[src/rtl/coherence_controller.sv]
// coherence_controller: dual-core MSI snooping responder arbitrating I$/D$ traffic onto one RAM port.
// Define ARB_RR_EN for round-robin arbitration between cores; otherwise core 0 wins ties.
module coherence_controller #(
  parameter int CPUS = 2,
  parameter int BLK_WDS = 2
) (
  input  logic            CLK,
  input  logic            nRST,
  input  logic [1:0]      iREN,
  input  logic [1:0][31:0] iaddr,
  input  logic [1:0]      dREN,
  input  logic [1:0]      dWEN,
  input  logic [1:0][31:0] daddr,
  input  logic [1:0][31:0] dstore,
  input  logic [1:0]      ccwrite,
  input  logic [1:0]      cctrans,
  input  logic [31:0]     ramload,
  input  logic [1:0]      ramstate,
  output logic [1:0]      iwait,
  output logic [1:0]      dwait,
  output logic [1:0][31:0] iload,
  output logic [1:0][31:0] dload,
  output logic [1:0]      ccwait,
  output logic [1:0]      ccinv,
  output logic [1:0][31:0] ccsnoopaddr,
  output logic            ramREN,
  output logic            ramWEN,
  output logic [31:0]     ramaddr,
  output logic [31:0]     ramstore
);
  typedef enum logic [2:0] {IDLE, WB, SNOOP, INVAL, C2C, LOAD, IFETCH} state_t;
  localparam int W = $clog2(BLK_WDS) + 1;
  localparam logic [1:0] CM = CPUS > 1 ? 2'b11 : 2'b01;
  state_t state;
  logic req, s, acc, fin, g;
  logic [W-1:0] wcnt;
  logic [1:0] dq, iq, cls;
  assign s = ~req;
  assign acc = ramstate == 2'b10;
  assign fin = acc && wcnt == W'(BLK_WDS - 1);
  // D$ traffic of either core outranks any I$ fetch
  assign dq = (dWEN | (cctrans & dREN) | (cctrans & ccwrite & ~dREN)) & CM;
  assign iq = iREN & CM;
  assign cls = |dq ? dq : iq;
`ifdef ARB_RR_EN
  logic last, done;
  assign g = &cls ? ~last : ~cls[0];
  assign done = state == INVAL || (state == IFETCH && acc) || (fin && state inside {WB, C2C, LOAD});
`else
  assign g = ~cls[0];
`endif
  always_ff @(posedge CLK) begin
    if (!nRST) begin
      state <= IDLE;
      req <= 1'b0;
      wcnt <= '0;
`ifdef ARB_RR_EN
      last <= 1'b1;
`endif
    end else begin
      case (state)
        IDLE: if (|cls) begin
          req <= g;
          state <= dWEN[g] ? WB : cctrans[g] & dREN[g] ? SNOOP : cctrans[g] & ccwrite[g] ? INVAL : IFETCH;
        end
        WB, C2C, LOAD: if (acc) begin
          wcnt <= fin ? '0 : wcnt + 1'b1;
          if (fin) state <= IDLE;
        end
        SNOOP: state <= dWEN[s] & CM[s] ? C2C : LOAD;
        INVAL: state <= IDLE;
        IFETCH: if (acc) state <= IDLE;
        default: state <= IDLE;
      endcase
`ifdef ARB_RR_EN
      if (done) last <= req;
`endif
    end
  end
  always_comb begin
    iwait = 2'b11;
    dwait = 2'b11;
    iload = '0;
    dload = '0;
    ccwait = 2'b00;
    ccinv = 2'b00;
    ccsnoopaddr = '0;
    ramREN = 1'b0;
    ramWEN = 1'b0;
    ramaddr = '0;
    ramstore = '0;
    case (state)
      WB: begin
        ramWEN = 1'b1;
        ramaddr = daddr[req];
        ramstore = dstore[req];
        dwait[req] = ~acc;
      end
      SNOOP: begin
        ccwait[s] = 1'b1;
        ccinv[s] = ccwrite[req];
        ccsnoopaddr[s] = daddr[req];
      end
      C2C: begin
        ccwait[s] = 1'b1;
        ramWEN = 1'b1;
        ramaddr = daddr[s];
        ramstore = dstore[s];
        dload[req] = dstore[s];
        dwait[req] = ~acc;
        dwait[s] = ~acc;
      end
      LOAD: begin
        ccwait[s] = 1'b1;
        ramREN = 1'b1;
        ramaddr = daddr[req];
        dload[req] = ramload;
        dwait[req] = ~acc;
      end
      INVAL: begin
        ccwait[s] = 1'b1;
        ccinv[s] = 1'b1;
        ccsnoopaddr[s] = daddr[req];
      end
      IFETCH: begin
        ramREN = 1'b1;
        ramaddr = iaddr[req];
        iload[req] = ramload;
        iwait[req] = ~acc;
      end
      default: ;
    endcase
    if (CPUS < 2) begin
      iwait[1] = 1'b1;
      dwait[1] = 1'b1;
      iload[1] = '0;
      dload[1] = '0;
      ccwait[1] = 1'b0;
      ccinv[1] = 1'b0;
      ccsnoopaddr[1] = '0;
    end
  end
endmodule
[config.mk]
export PLATFORM = sky130hd
export DESIGN_NAME = coherence_controller
export DESIGN_NICKNAME = d
export VERILOG_FILES = /design/src/rtl/coherence_controller.sv
export SDC_FILE = /design/constraint.sdc
export NUM_CORES = 1
export LEC_CHECK = 0
export ABC_CLOCK_PERIOD_IN_PS = 1700
export BUFFER_PORTS_ARGS = -buffer_cell sky130_fd_sc_hd__buf_4
export CORE_AREA = 4 4 192 194
export CTS_CLUSTER_SIZE = 8
export DETAILED_ROUTE_END_ITERATION = 7
export DIE_AREA = 0 0 196 198
export PLACE_DENSITY = 0.32
export SYNTH_ARGS = -nofsm -noshare
export SYNTH_HDL_FRONTEND = slang
export SYNTH_SLANG_ARGS = --single-unit
[constraint.sdc]
create_clock -name CLK -period 1.7 [get_ports CLK]
set_input_delay 0.17 -clock CLK [delete_from_list [all_inputs] [get_ports CLK]]
set_output_delay 0.17 -clock CLK [all_outputs]
set_load 0.05 [all_outputs]
== Yosys cells after proc, flatten, opt, wreduce, memory -nomap -nowiden ==
Index checks and enable logic that the tools add are counted.
Word-level totals
  input port bits: 238
  logic and storage cells: 108
  output and inout port bits: 266
  register bits: 6
Operators by class
  reduce and logical (&&, ||, !) cells: 15
  muxes and demuxes: 54
  add/sub/neg operators: 1
  equal/unequal tests: 12
  $lt $le $gt $ge: 5
  bitwise gates (word level): 18
Operators by type and width (number)
  $mux 32: 12
  $and 64x64->64: 3
  $mux 64: 2
  $pmux 64 s2: 1
  $pmux 32 s3: 1
  $demux 32 s1: 2
  $pmux 32 s2: 1
  $mux 3: 7
  $mux 1: 18
  $pmux 3 s4: 1
  $reduce_or 2->1: 6
  $eq 3x3->1 const B: 3
  $and 2x2->2: 4
  $mux 2: 4
  $ne 2x2->1 const B: 4
  $pmux 2 s2: 2
  $eq 3x2->1 const B: 2
  $lt 1x2->1 const B: 3
  $or 2x2->2: 3
  $not 2->2: 2
  $reduce_and 2->1: 2
  $reduce_and 4->1: 1
  $reduce_or 4->1: 1
  $and 1x1->1: 3
  11 further kinds: 17

== Logic depth before layout (Yosys ltp) ==
Gate-level depths: netlist of the first run.
  word-level depth: 14
  gate-level depth with buffers: 7
  depth with buffers taken out: 4

== Least setup slack after synthesis of the first run ==
No wires, ideal clock.
  path type: register to output
  from: register req
  to: output port dwait[0]
  cell stages (with the launch flop): 5
  path slack: -0.461 ns
  buffers on the path: 2
  data arrival time: 1.991 ns
  data required time: 1.530 ns
  cell sequence: dfxtp_1 -> buf_2 -> buf_1 -> nor2b_1 -> o21ai_0
Between the ends
  word-level cells in the longest chain between the ends: 8
  elaborated cells on any way between the ends: 15
  classes of those cells: order compare: 4; mux: 6; bitwise: 3; reduce/logical: 2
Ends and longest elaborated chain
  from (decl): RTL line 35  | logic req, s, acc, fin, g;
  from (signal assigned): RTL line 63  | req <= g;
  $lt 1x2->1 (not written as such) or $ge 1x1->1 (tied branches): RTL line 97, 110, 118
  $logic_and 1x1->1 (not written as such): RTL line 97, 110, 118
  $mux 1 (not written as such): RTL line 97, 110, 118
  $demux 1 s1: RTL line 97, 110, 118
  $not 2->2 (no line)
  $or 2x2->2 (no line)
  $bwmux 2: RTL line 111  | dwait[s] = ~acc;
  $pmux 2 s2 *: RTL line 92  | case (state)
  to (decl): RTL line 20  | output logic [1:0] dwait,
Mark *: on every way between the ends. The rest lies on a longest branch, timed or not.

== Final worst setup path of the first run ==
  from: register state[0]
  to: output port ramstore[12]
Between the ends
  word-level cells in the longest chain between the ends: 2
  elaborated cells on any way between the ends: 3
  classes of those cells: eq/ne: 2; mux: 1
Ends and longest elaborated chain
  from (decl): RTL line 34  | state_t state;
  from (signal assigned): RTL line 64  | state <= dWEN[g] ? WB : cctrans[g] & dREN[g] ? SNOOP : cctrans[g] & ccwrite[g] ? INVAL : IFETCH;
  from (signal assigned): RTL line 70  | SNOOP: state <= dWEN[s] & CM[s] ? C2C : LOAD;
  $eq 3x3->1 or $eq 3x1->1 (tied branches): RTL line 92
  $pmux 32 s2 *: RTL line 92
  to (decl): RTL line 29  | output logic [31:0] ramstore
Marked as above.

==> impl_metrics.env, run 1 <==
export IMPL_clk_latency_ps=230
export IMPL_synth_top_area_share_pct=27.5
export IMPL_wl_met3_mm=2.80
export IMPL_antenna_left=0
export IMPL_core_area_um2=35200
export IMPL_nFillCells=3474
export IMPL_final_nets=1356
export IMPL_power_switching_mw=7.00
export IMPL_place_area_um2=10100
export IMPL_postSynthAreaPerCell_um2=7.03
export IMPL_final_core_util_pct=38.2
export IMPL_cts_buffer_depth=2
export IMPL_io_buffers=503
export IMPL_whs_ps=219
export IMPL_cts_buffers=3
export IMPL_grt_overflow=0
export IMPL_hold_violations=0
export IMPL_dp_hpwl_mm=30.6
export IMPL_synth_area_leaders="a221oi_1, a22o_1, and2_1"
export IMPL_grt_pass1_vias=8029
export IMPL_max_cap_viol_count=0
export IMPL_sequentialPowerShare_pct=1.7
export IMPL_cts_sinks=6
export IMPL_dp_slack_ps=-141
export IMPL_p_leak_nw=5.77
export IMPL_synth_area_um2=4080
export IMPL_tns_ps=-39510
export IMPL_post_route_drc_count=0
export IMPL_ios=504
export IMPL_htreeDepth=1
export IMPL_root_buffer="clkbuf_16"
export IMPL_fp_row_count=69
export IMPL_grt_pass1_wl_mm=55.4
export IMPL_cp_end_kind="output port"
export IMPL_p_sw_share_pct=56.0
export IMPL_timing_slew_headroom_pct=65.4
export IMPL_ys_flop_type="dfxtp_1"
export IMPL_status="finished with violations"
export IMPL_violations="negative setup slack"
export IMPL_cp_slowest_stage_delay_ps=400
export IMPL_hold_path_class="input pin to register"
export IMPL_dieArea_um2=38800
export IMPL_die_h_um=198
export IMPL_powerDensity_nw_per_um2=930
export IMPL_yosysMostFrequentCell="a221oi_1"
export IMPL_intPower_mw=5.51
export IMPL_post_route_period_util_pct=116
export IMPL_multiInputGateArea_um2=6090
export IMPL_ys_seq_elements=6
export IMPL_cp_start_kind="register"
export IMPL_ys_top_cells_by_count="a221oi_1, and2_1, and3_1"
export IMPL_met2WireLength_mm=22.8
export IMPL_crit_arrival_ps=1800
export IMPL_synth_edf_count=0
export IMPL_cp_slowest_cell="a221oi_1"
export IMPL_worstPathRequired_ps=1530
export IMPL_drt_met1_wl_mm=16.2
export IMPL_rsz0062_at_grt="true"
export IMPL_critical_path_class="register to output port"
export IMPL_routed_top_layer="met5"
export IMPL_layout_drive_gt1_share_pct=86.1
export IMPL_initial_core_util_pct=11.6
export IMPL_async_reset_ff_share_pct=0
export IMPL_cts_tree="done"
export IMPL_antenna_found_initial=4
export IMPL_cp_max_fo=8
export IMPL_fmax_mhz=508
export IMPL_area_growth_pct=230
export IMPL_slew_viol_final=0
export IMPL_wl_per_cell_um=26.9
export IMPL_netlist_cell_type_count=40
export IMPL_grt_start_max_net_pins=51
export IMPL_synth_nets=818
export IMPL_die_w_um=196
export IMPL_clkPwrFrac_pct=3.1
export IMPL_grt_usage_pct=18.6
export IMPL_drt_iter0_drc=178
export IMPL_yosysWarnings=0
export IMPL_cts_hold_buf=0
export IMPL_ys_seq_area_share_pct=2.95
export IMPL_register_area_um2=133
export IMPL_worst_ir_drop_vdd_mv=0.483
export IMPL_skew_ps=1.83
export IMPL_avgViaCountPerCell=4.82
export IMPL_crit_chain="nor2b_4 > and2_4 > buf_16 > a221oi_1 > nor2_4 > buf_8"
export IMPL_worst_pin_slew_ps=519
export IMPL_setup_viol=223
export IMPL_gp_congestion=0.826
export IMPL_fin_ws_ps=-270
export IMPL_fin_crit_ps=1970
export IMPL_design_area_um2=13400
export IMPL_synth_top_area_cell="a221oi_1"
export IMPL_num_vias=7609
export IMPL_power_frac_comb_pct=95.2
export IMPL_wl_mm=42.5
export IMPL_synthCells=580
export IMPL_drtPass1Iterations=4
export IMPL_clk_pin_slew_ps=40
## area by class of cell
cell class	instances	area share (%)
Timing Repair Buffer	620	48.6
Multi-Input combinational cell	483	45.3
Tap cell	461	4.29
Sequential cell	6	0.986
Clock buffer	4	0.586
Inverter	4	0.186
Antenna cell	1	0.0186
## registers in the layout (all words and copies together) (netlist names)
signal and flops:
req 1, state 3, wcnt 2
## cell usage in the layout (no fill, tap or decap), drive strengths merged, types with 4 or more instances in the layout
master and n:
buf 601, a221oi 128, and2 70, and3 68
a22o 64, nor2 37, mux2i 34, o22ai 32
clkbuf 21, o21ai 8, nand2 6, dfxtp 6
nor2b 5, nor3 5, inv 4
## cell families after synthesis
logic type / after synthesis / synth area share (%)
simple gates: 200 / 28.5
compound gates: 246 / 49.6
buf+inv: 91 / 9.91
xor+xnor: 3 / 0.644
mux: 34 / 8.35
flops: 6 / 2.95
## metrics by stage
stage | cells | power [mW]
final | 1579 | 12.5
after global routing | 1579 | 13.1
after CTS | 1571 | 11.3
after detailed placement | 1547 | 9.49
after global placement | 1547 | 9.48
after floorplan | 580 | 6.00
## per-layer routing
metal	GRT usage (%)	up-vias
met3	4.56	34
met5	0	-
li1	-	3492
met1	21.5	3742
met2	35.1	335
met4	3.57	6
## final timing paths
kind | slack (ps) | start | cells past startpoint | endpoint
setup / recovery | -270 | state[0] | 6 | ramstore[12]
hold / removal | 220 | nRST | 2 | wcnt[0]
setup reg to reg | 60 | state[1] | 6 | state[2]
hold reg to reg | 440 | wcnt[1] | 2 | wcnt[1]
## power groups by stage
| stage | sequential (mW) | combinational (mW) | clock [mW] |
|---|---|---|---|
| global route | 0.213 | 12.5 | 0.409 |
| finish | 0.209 | 11.9 | 0.394 |
| floorplan | 0.184 | 5.82 | 0 |
| detailed placement | 0.198 | 9.29 | 0 |
| global placement | 0.198 | 9.28 | 0 |
| CTS | 0.206 | 10.7 | 0.401 |
## what timing repair did
action,CTS,global route
gates resized for setup,228,246
pin swaps,6,53
endpoints found under the setup margin,263,266
buffers inserted,13,20
cloned,8,23
## worst max-delay path, delay by kind of cell (launching register included)
family / cells / cell delay [ps]
compound gates: 1 / 400
buf+inv: 2 / 340
simple gates: 3 / 450
flops: 1 / 350
Note: power is estimated with default switching activity, not from simulation.
==> run 2, diff against run 1 <==
--- a/config.mk
+++ b/config.mk
@@ -5,13 +5,14 @@
 export SDC_FILE = /design/constraint.sdc
 export NUM_CORES = 1
 export LEC_CHECK = 0
+export ABC_AREA = 1
 export ABC_CLOCK_PERIOD_IN_PS = 1700
 export BUFFER_PORTS_ARGS = -buffer_cell sky130_fd_sc_hd__buf_4
-export CORE_AREA = 4 4 192 194
+export CORE_AREA = 4 4 193 195
 export CTS_CLUSTER_SIZE = 8
 export DETAILED_ROUTE_END_ITERATION = 7
-export DIE_AREA = 0 0 196 198
-export PLACE_DENSITY = 0.32
+export DIE_AREA = 0 0 197 199
+export PLACE_DENSITY = 0.34
 export SYNTH_ARGS = -nofsm -noshare
 export SYNTH_HDL_FRONTEND = slang
 export SYNTH_SLANG_ARGS = --single-unit
==> run 2 against run 1 <==
  * The flow still finishes with violations (negative setup slack)
  * Cell count grew 25%
  * Clock power grew 2%
  * Die area grew 1.0%
  * Final area grew 16%
  * Clock skew grew 4.3 ps
  * Via count grew 19%
  * Sequential power grew 43%
  * First-iteration DRC count grew 60%
  * Critical path type unchanged
==> impl_metrics.env, run 2 <==
export IMPL_drtPass1Iterations=4
export IMPL_setup_viol=264
export IMPL_cp_max_fo=7
export IMPL_status="finished with violations"
export IMPL_slew_viol_final=0
export IMPL_synth_edf_count=0
export IMPL_final_cells=1969
export IMPL_antenna_left=0
export IMPL_ys_seq_area_share_pct=2.52
export IMPL_cp_start_kind="register"
export IMPL_hold_violations=0
export IMPL_ys_top_cells_by_count="nand2_1, inv_1, nor2_1"
export IMPL_synth_area_leaders="nand2_1, inv_1, nor2_1"
export IMPL_placedCellCount=1897
export IMPL_whs_ps=208
export IMPL_power_mw=20.2
export IMPL_root_buffer="clkbuf_16"
export IMPL_crit_chain="inv_8 > nor2_4 > bufinv_16 > buf_16 > o2111ai_4 > buf_6"
export IMPL_multiInputGateArea_um2=6530
export IMPL_cts_tree="done"
export IMPL_cp_end_kind="output port"
export IMPL_grt_pass1_wl_mm=63.3
export IMPL_p_leak_nw=6.67
export IMPL_synth_area_um2=4770
export IMPL_grt_pass1_vias=9375
export IMPL_grt_start_max_net_pins=43
export IMPL_synth_top_area_cell="nand2_1"
export IMPL_largest_reg_flops=3
export IMPL_io_buffers=503
export IMPL_num_vias=9017
export IMPL_powerDensity_nw_per_um2=1290
export IMPL_ys_seq_elements=6
export IMPL_max_cap_viol_count=0
export IMPL_netlist_cell_type_count=27
export IMPL_synth_nets=1146
export IMPL_async_reset_ff_share_pct=0
export IMPL_cp_slowest_cell="dfxtp_4"
export IMPL_ios=504
export IMPL_register_area_um2=130
export IMPL_postSynthAreaPerCell_um2=5.25
export IMPL_die_h_um=199
export IMPL_post_route_period_util_pct=115
export IMPL_fin_crit_ps=1960
export IMPL_clk_latency_ps=230
export IMPL_worst_path_buf_inv=4
export IMPL_mostFrequentLayoutCells="buf_4, nand2_1, buf_6, inv_1, nor2_4"
export IMPL_reg_largest_list="state: 3 flops, wcnt: 2 flops, req: 1 flops"
export IMPL_wl_mm=46.3
export IMPL_initial_core_util_pct=13.5
export IMPL_htreeDepth=1
export IMPL_cts_buffers=3
export IMPL_avgViaCountPerCell=4.58
export IMPL_clk_pin_slew_ps=40
export IMPL_ys_flop_type="dfxtp_1"
export IMPL_layout_drive_gt1_share_pct=65.3
export IMPL_wl_per_cell_um=23.5
export IMPL_top_register="state"
export IMPL_cp_slowest_stage_delay_ps=480
export IMPL_synth_top_area_share_pct=23.1
export IMPL_cts_buffer_depth=2
export IMPL_crit_arrival_ps=1790
export IMPL_gp_congestion=0.824
export IMPL_dieArea_um2=39200
export IMPL_cts_sinks=6
export IMPL_r2r_slack_ps=90
export IMPL_grt_usage_pct=21.1
export IMPL_fmax_mhz=509
export IMPL_dp_hpwl_mm=34.5
export IMPL_rsz0062_at_grt="true"
export IMPL_grt_overflow=0
export IMPL_post_route_drc_count=0
export IMPL_yosysWarnings=0
export IMPL_final_core_util_pct=44.1
export IMPL_layout_commonest_cell="buf_4"
export IMPL_fp_row_count=69
export IMPL_critical_path_class="register to output port"
export IMPL_worst_ir_drop_vdd_mv=0.803
export IMPL_worstPathRequired_ps=1530
export IMPL_area_growth_pct=228
export IMPL_skew_ps=6.10
export IMPL_die_w_um=197
export IMPL_core_area_um2=35400
export IMPL_yosysMostFrequentCell="nand2_1"
export IMPL_nFillCells=3604
export IMPL_violations="negative setup slack"
export IMPL_final_nets=1747
export IMPL_antenna_cells=0
export IMPL_fin_ws_ps=-263
export IMPL_worst_pin_slew_ps=415
export IMPL_timing_slew_headroom_pct=72.3
export IMPL_drt_iter0_drc=285
export IMPL_antenna_found_initial=0
export IMPL_tns_ps=-39110
export IMPL_hold_path_class="input pin to register"
export IMPL_critPathTopFamily="buffers and inverters"
export IMPL_synthCells=908
==> run 2: cell types whose count changed in the layout (fill, tap and decap cells not counted), moves of 34 or more <==
cell / delta
a221oi_2: -59
a221oi_4: -65
a22o_2: -46
and2_1: -58
and3_2: -59
buf_4: -47
buf_6: +83
inv_1: +137
nand2_1: +275
nor2_4: +34
nor3_4: +59
o32ai_4: +38
==> run 2: kinds of logic (layout without fill, tap and decap cells) <==
group,count (synthesis),count (layout),share of synthesized area [%]
simple gates,451,451,39.9
mux,1,1,0.210
compound gates,214,214,36.1
flops,6,6,2.52
buf+inv,236,836,21.3
==> run 2: metrics by stage <==
| stage | worst slack [ps] | area, um^2 |
|---|---|---|
| after floorplan | -291 | 6850 |
| after global placement | -227 | 12100 |
| after detailed placement | -200 | 12100 |
| after CTS | -265 | 13900 |
| after global routing | -344 | 15600 |
| final | -263 | 15600 |
==> run 2: repair_timing <==
item                       4_1_cts  5_1_grt
pin swaps                       13       23
setup endpoints to repair      251      257
gates cloned                    14       19
hold buffers                     0        0
setup buffers                   15       22
hold endpoints to repair         0        0
gates resized for setup        300      258
==> run 2: where the power goes <==
| group | switching, mW | total, mW | leakage (nW) | internal, mW |
|---|---|---|---|---|
| registers | 0.101 | 0.299 | 0.0512 | 0.198 |
| clock network | 0.0906 | 0.403 | 0.0382 | 0.312 |
| logic | 11.6 | 19.5 | 6.58 | 7.86 |
==> run 2: layout make-up <==
cell class,count,area share [%]
Timing Repair Buffer,674,48.4
Multi-Input combinational cell,666,41.8
Inverter,152,4.26
Tap cell,461,3.69
Sequential cell,6,0.833
Clock buffer,4,0.505
Timing Repair inverter,6,0.481
==> run 2: final timing paths <==
check | end | cells after the start | from
worst min-delay path | state[1] | 3 | nRST
worst max register to register | state[0] | 11 | state[0]
worst max-delay path | ramaddr[12] | 6 | req
worst min register to register | wcnt[1] | 2 | wcnt[1]
==> run 2: layer usage <==
layer | vias up | track usage (%) | share of wire, %
li1 | 4333 | - | -
met1 | 4333 | 24.5 | 39
met2 | 331 | 39.8 | 53
met3 | 20 | 5.81 | 7.6
met4 | 0 | 2.23 | 0.85
met5 | - | 0 | 0
==> run 2: tightest hold or removal path: stages <==
cell	delay (ps)
buf_4	130
o21ai_2	60
nor2_2	40
==> run 3, diff against run 2 <==
--- a/config.mk
+++ b/config.mk
@@ -13,6 +13,8 @@
 export DETAILED_ROUTE_END_ITERATION = 7
 export DIE_AREA = 0 0 197 199
 export PLACE_DENSITY = 0.34
+export SKIP_LAST_GASP = 1
 export SYNTH_ARGS = -nofsm -noshare
 export SYNTH_HDL_FRONTEND = slang
 export SYNTH_SLANG_ARGS = --single-unit
+export TNS_END_PERCENT = 50
==> run 3 against run 2 <==
  * The flow still finishes with violations (negative setup slack)
  * Wire length shrank 4.9%
  * Non-clock buffer count fell by 29
  * Count of clock-buffer cells in the layout is the same
  * Register-to-register slack worse by 70 ps
  * Combinational power shrank 10%
  * Clock power down 4%
  * Power down 10%
  * Sequential power down 17%
  * Cell count fell by 1.6%
  * Via count shrank 0.93%
  * Worst setup slack lost 29 ps
  * Core utilization is 4.9 points lower
==> impl_metrics.env, run 3 (synthesis gave the netlist of run 2 again) <==
export IMPL_layout_drive_gt1_share_pct=59.5
export IMPL_crit_top_cell="buf_6"
export IMPL_worst_pin_slew_ps=451
export IMPL_critical_path_class="register to output port"
export IMPL_final_nets=1715
export IMPL_clk_pin_slew_ps=40
export IMPL_grt_pass1_wl_mm=60.2
export IMPL_die_w_um=197
export IMPL_top_register="state"
export IMPL_num_vias=8933
export IMPL_cts_sinks=6
export IMPL_largest_reg_flops=3
export IMPL_timing_slew_headroom_pct=69.9
export IMPL_cts_buffers=3
export IMPL_violations="negative setup slack"
export IMPL_crit_arrival_ps=1820
export IMPL_cp_start_kind="register"
export IMPL_hold_path_class="input pin to register"
export IMPL_antenna_found_initial=0
export IMPL_mostFrequentLayoutCells="buf_4, nand2_1, buf_6, inv_1, nor2_1"
export IMPL_multiInputGateArea_um2=5900
export IMPL_hold_violations=0
export IMPL_layout_commonest_cell="buf_4"
export IMPL_crit_chain="inv_2 > buf_6 > nor2_4 > inv_2 > buf_6 > nor2_4 > buf_12 > buf_16 > o211ai_1 > o221ai_4 > buf_6"
export IMPL_post_route_period_util_pct=117
export IMPL_fp_row_count=69
export IMPL_grt_usage_pct=19.9
export IMPL_fmax_mhz=502
export IMPL_p_leak_nw=6.21
export IMPL_io_buffers=503
export IMPL_register_area_um2=128
export IMPL_cts_buffer_depth=2
export IMPL_power_mw=18.2
export IMPL_grt_overflow=0
export IMPL_cp_max_fo=8
export IMPL_worst_path_buf_inv=7
export IMPL_final_core_util_pct=39.2
export IMPL_post_route_drc_count=0
export IMPL_grt_pass1_vias=9174
export IMPL_worstPathRequired_ps=1530
export IMPL_cp_slowest_stage_delay_ps=320
export IMPL_fin_ws_ps=-292
export IMPL_cts_tree="done"
export IMPL_htreeDepth=1
export IMPL_critPathTopFamily="buffers and inverters"
export IMPL_clk_latency_ps=230
export IMPL_drt_iter0_drc=290
export IMPL_avgViaCountPerCell=4.61
export IMPL_ios=504
export IMPL_wl_per_cell_um=22.7
export IMPL_drtPass1Iterations=5
export IMPL_max_cap_viol_count=0
export IMPL_reg_largest_list="state: 3 flops, wcnt: 2 flops, req: 1 flops"
export IMPL_fin_crit_ps=1990
export IMPL_worst_ir_drop_vdd_mv=0.693
export IMPL_grt_start_max_net_pins=74
export IMPL_cp_slowest_cell="dfxtp_2"
export IMPL_antenna_left=0
export IMPL_die_h_um=199
export IMPL_powerDensity_nw_per_um2=1310
export IMPL_root_buffer="clkbuf_16"
export IMPL_slew_viol_final=0
export IMPL_area_growth_pct=191
export IMPL_cp_end_kind="output port"
export IMPL_gp_congestion=0.821
export IMPL_dp_hpwl_mm=32.4
export IMPL_skew_ps=4.47
export IMPL_dieArea_um2=39200
export IMPL_nFillCells=3754
export IMPL_wl_mm=44.0
export IMPL_whs_ps=229
export IMPL_rsz0062_at_grt="true"
export IMPL_setup_viol=265
export IMPL_antenna_cells=0
export IMPL_initial_core_util_pct=13.5
export IMPL_status="finished with violations"
export IMPL_core_area_um2=35400
-- run 3: cell count changes in the layout (fill, tap and decap cells not counted), sizes merged --
cell / before / now
clkinv: 2 / 1
bufinv: 2 / 0
buf: 657 / 633
clkbuf: 20 / 15
-- run 3: worst reg2reg max path: cells and delay by family (launching register included) --
| kind | cells | cell delay (ps) |
|---|---|---|
| simple gates | 2 | 220 |
| flops | 1 | 310 |
| compound gates | 4 | 460 |
| buf+inv | 5 | 610 |
-- run 3: report_power, final --
group          switching (mW)  internal [mW]  total [mW]
Clock                  0.0772          0.311       0.388
Combinational            10.9           6.60        17.5
Sequential             0.0528          0.195       0.248
-- run 3: worst paths after layout --
check	startpoint	endpoint	slack (ps)	depth (start not counted)
worst max register to register	state[0]	state[0]	20	11
worst min-delay path	nRST	req	230	3
worst max-delay path	state[0]	ramstore[22]	-290	11
worst min register to register	wcnt[1]	wcnt[1]	430	2
-- run 3: per-stage QoR --
stage          instances  TNS (ps)  setup slack [ps]  area, um^2
6_report            1937    -47850              -292       13900
5_1_grt             1937    -71970              -357       13900
4_1_cts             1918    -52920              -321       12700
3_5_place_dp        1886    -14780              -158       11300
3_3_place_gp        1886    -14010              -144       11300
2_1_floorplan        908    -37710              -291        6340
-- run 3: final cells by class --
cell class	instances	area share (%)
timing repair inverter	3	0.243
tap	461	4.16
inverter	152	4.54
timing repair buffer	645	47.0
clock buffer	4	0.568
sequential	6	0.920
multi-input combinational	666	42.5
-- run 3: timing repair --
action                     4_1_cts  5_1_grt
hold endpoints to repair         0        0
gates cloned                    11       14
gates resized for setup        235      148
hold buffers                     0        0
pin swaps                       11       15
setup endpoints to repair      255      268
setup buffers                   17        6
-- run 3: layer usage --
| layer | vias up | share of wire (%) | global-route usage [%] |
|---|---|---|---|
| li1 | 4272 | - | - |
| met1 | 4285 | 37 | 22.8 |
| met2 | 360 | 53 | 37.8 |
| met3 | 16 | 9.3 | 5.93 |
| met4 | 0 | 0.77 | 1.87 |
| met5 | - | 0 | 0 |
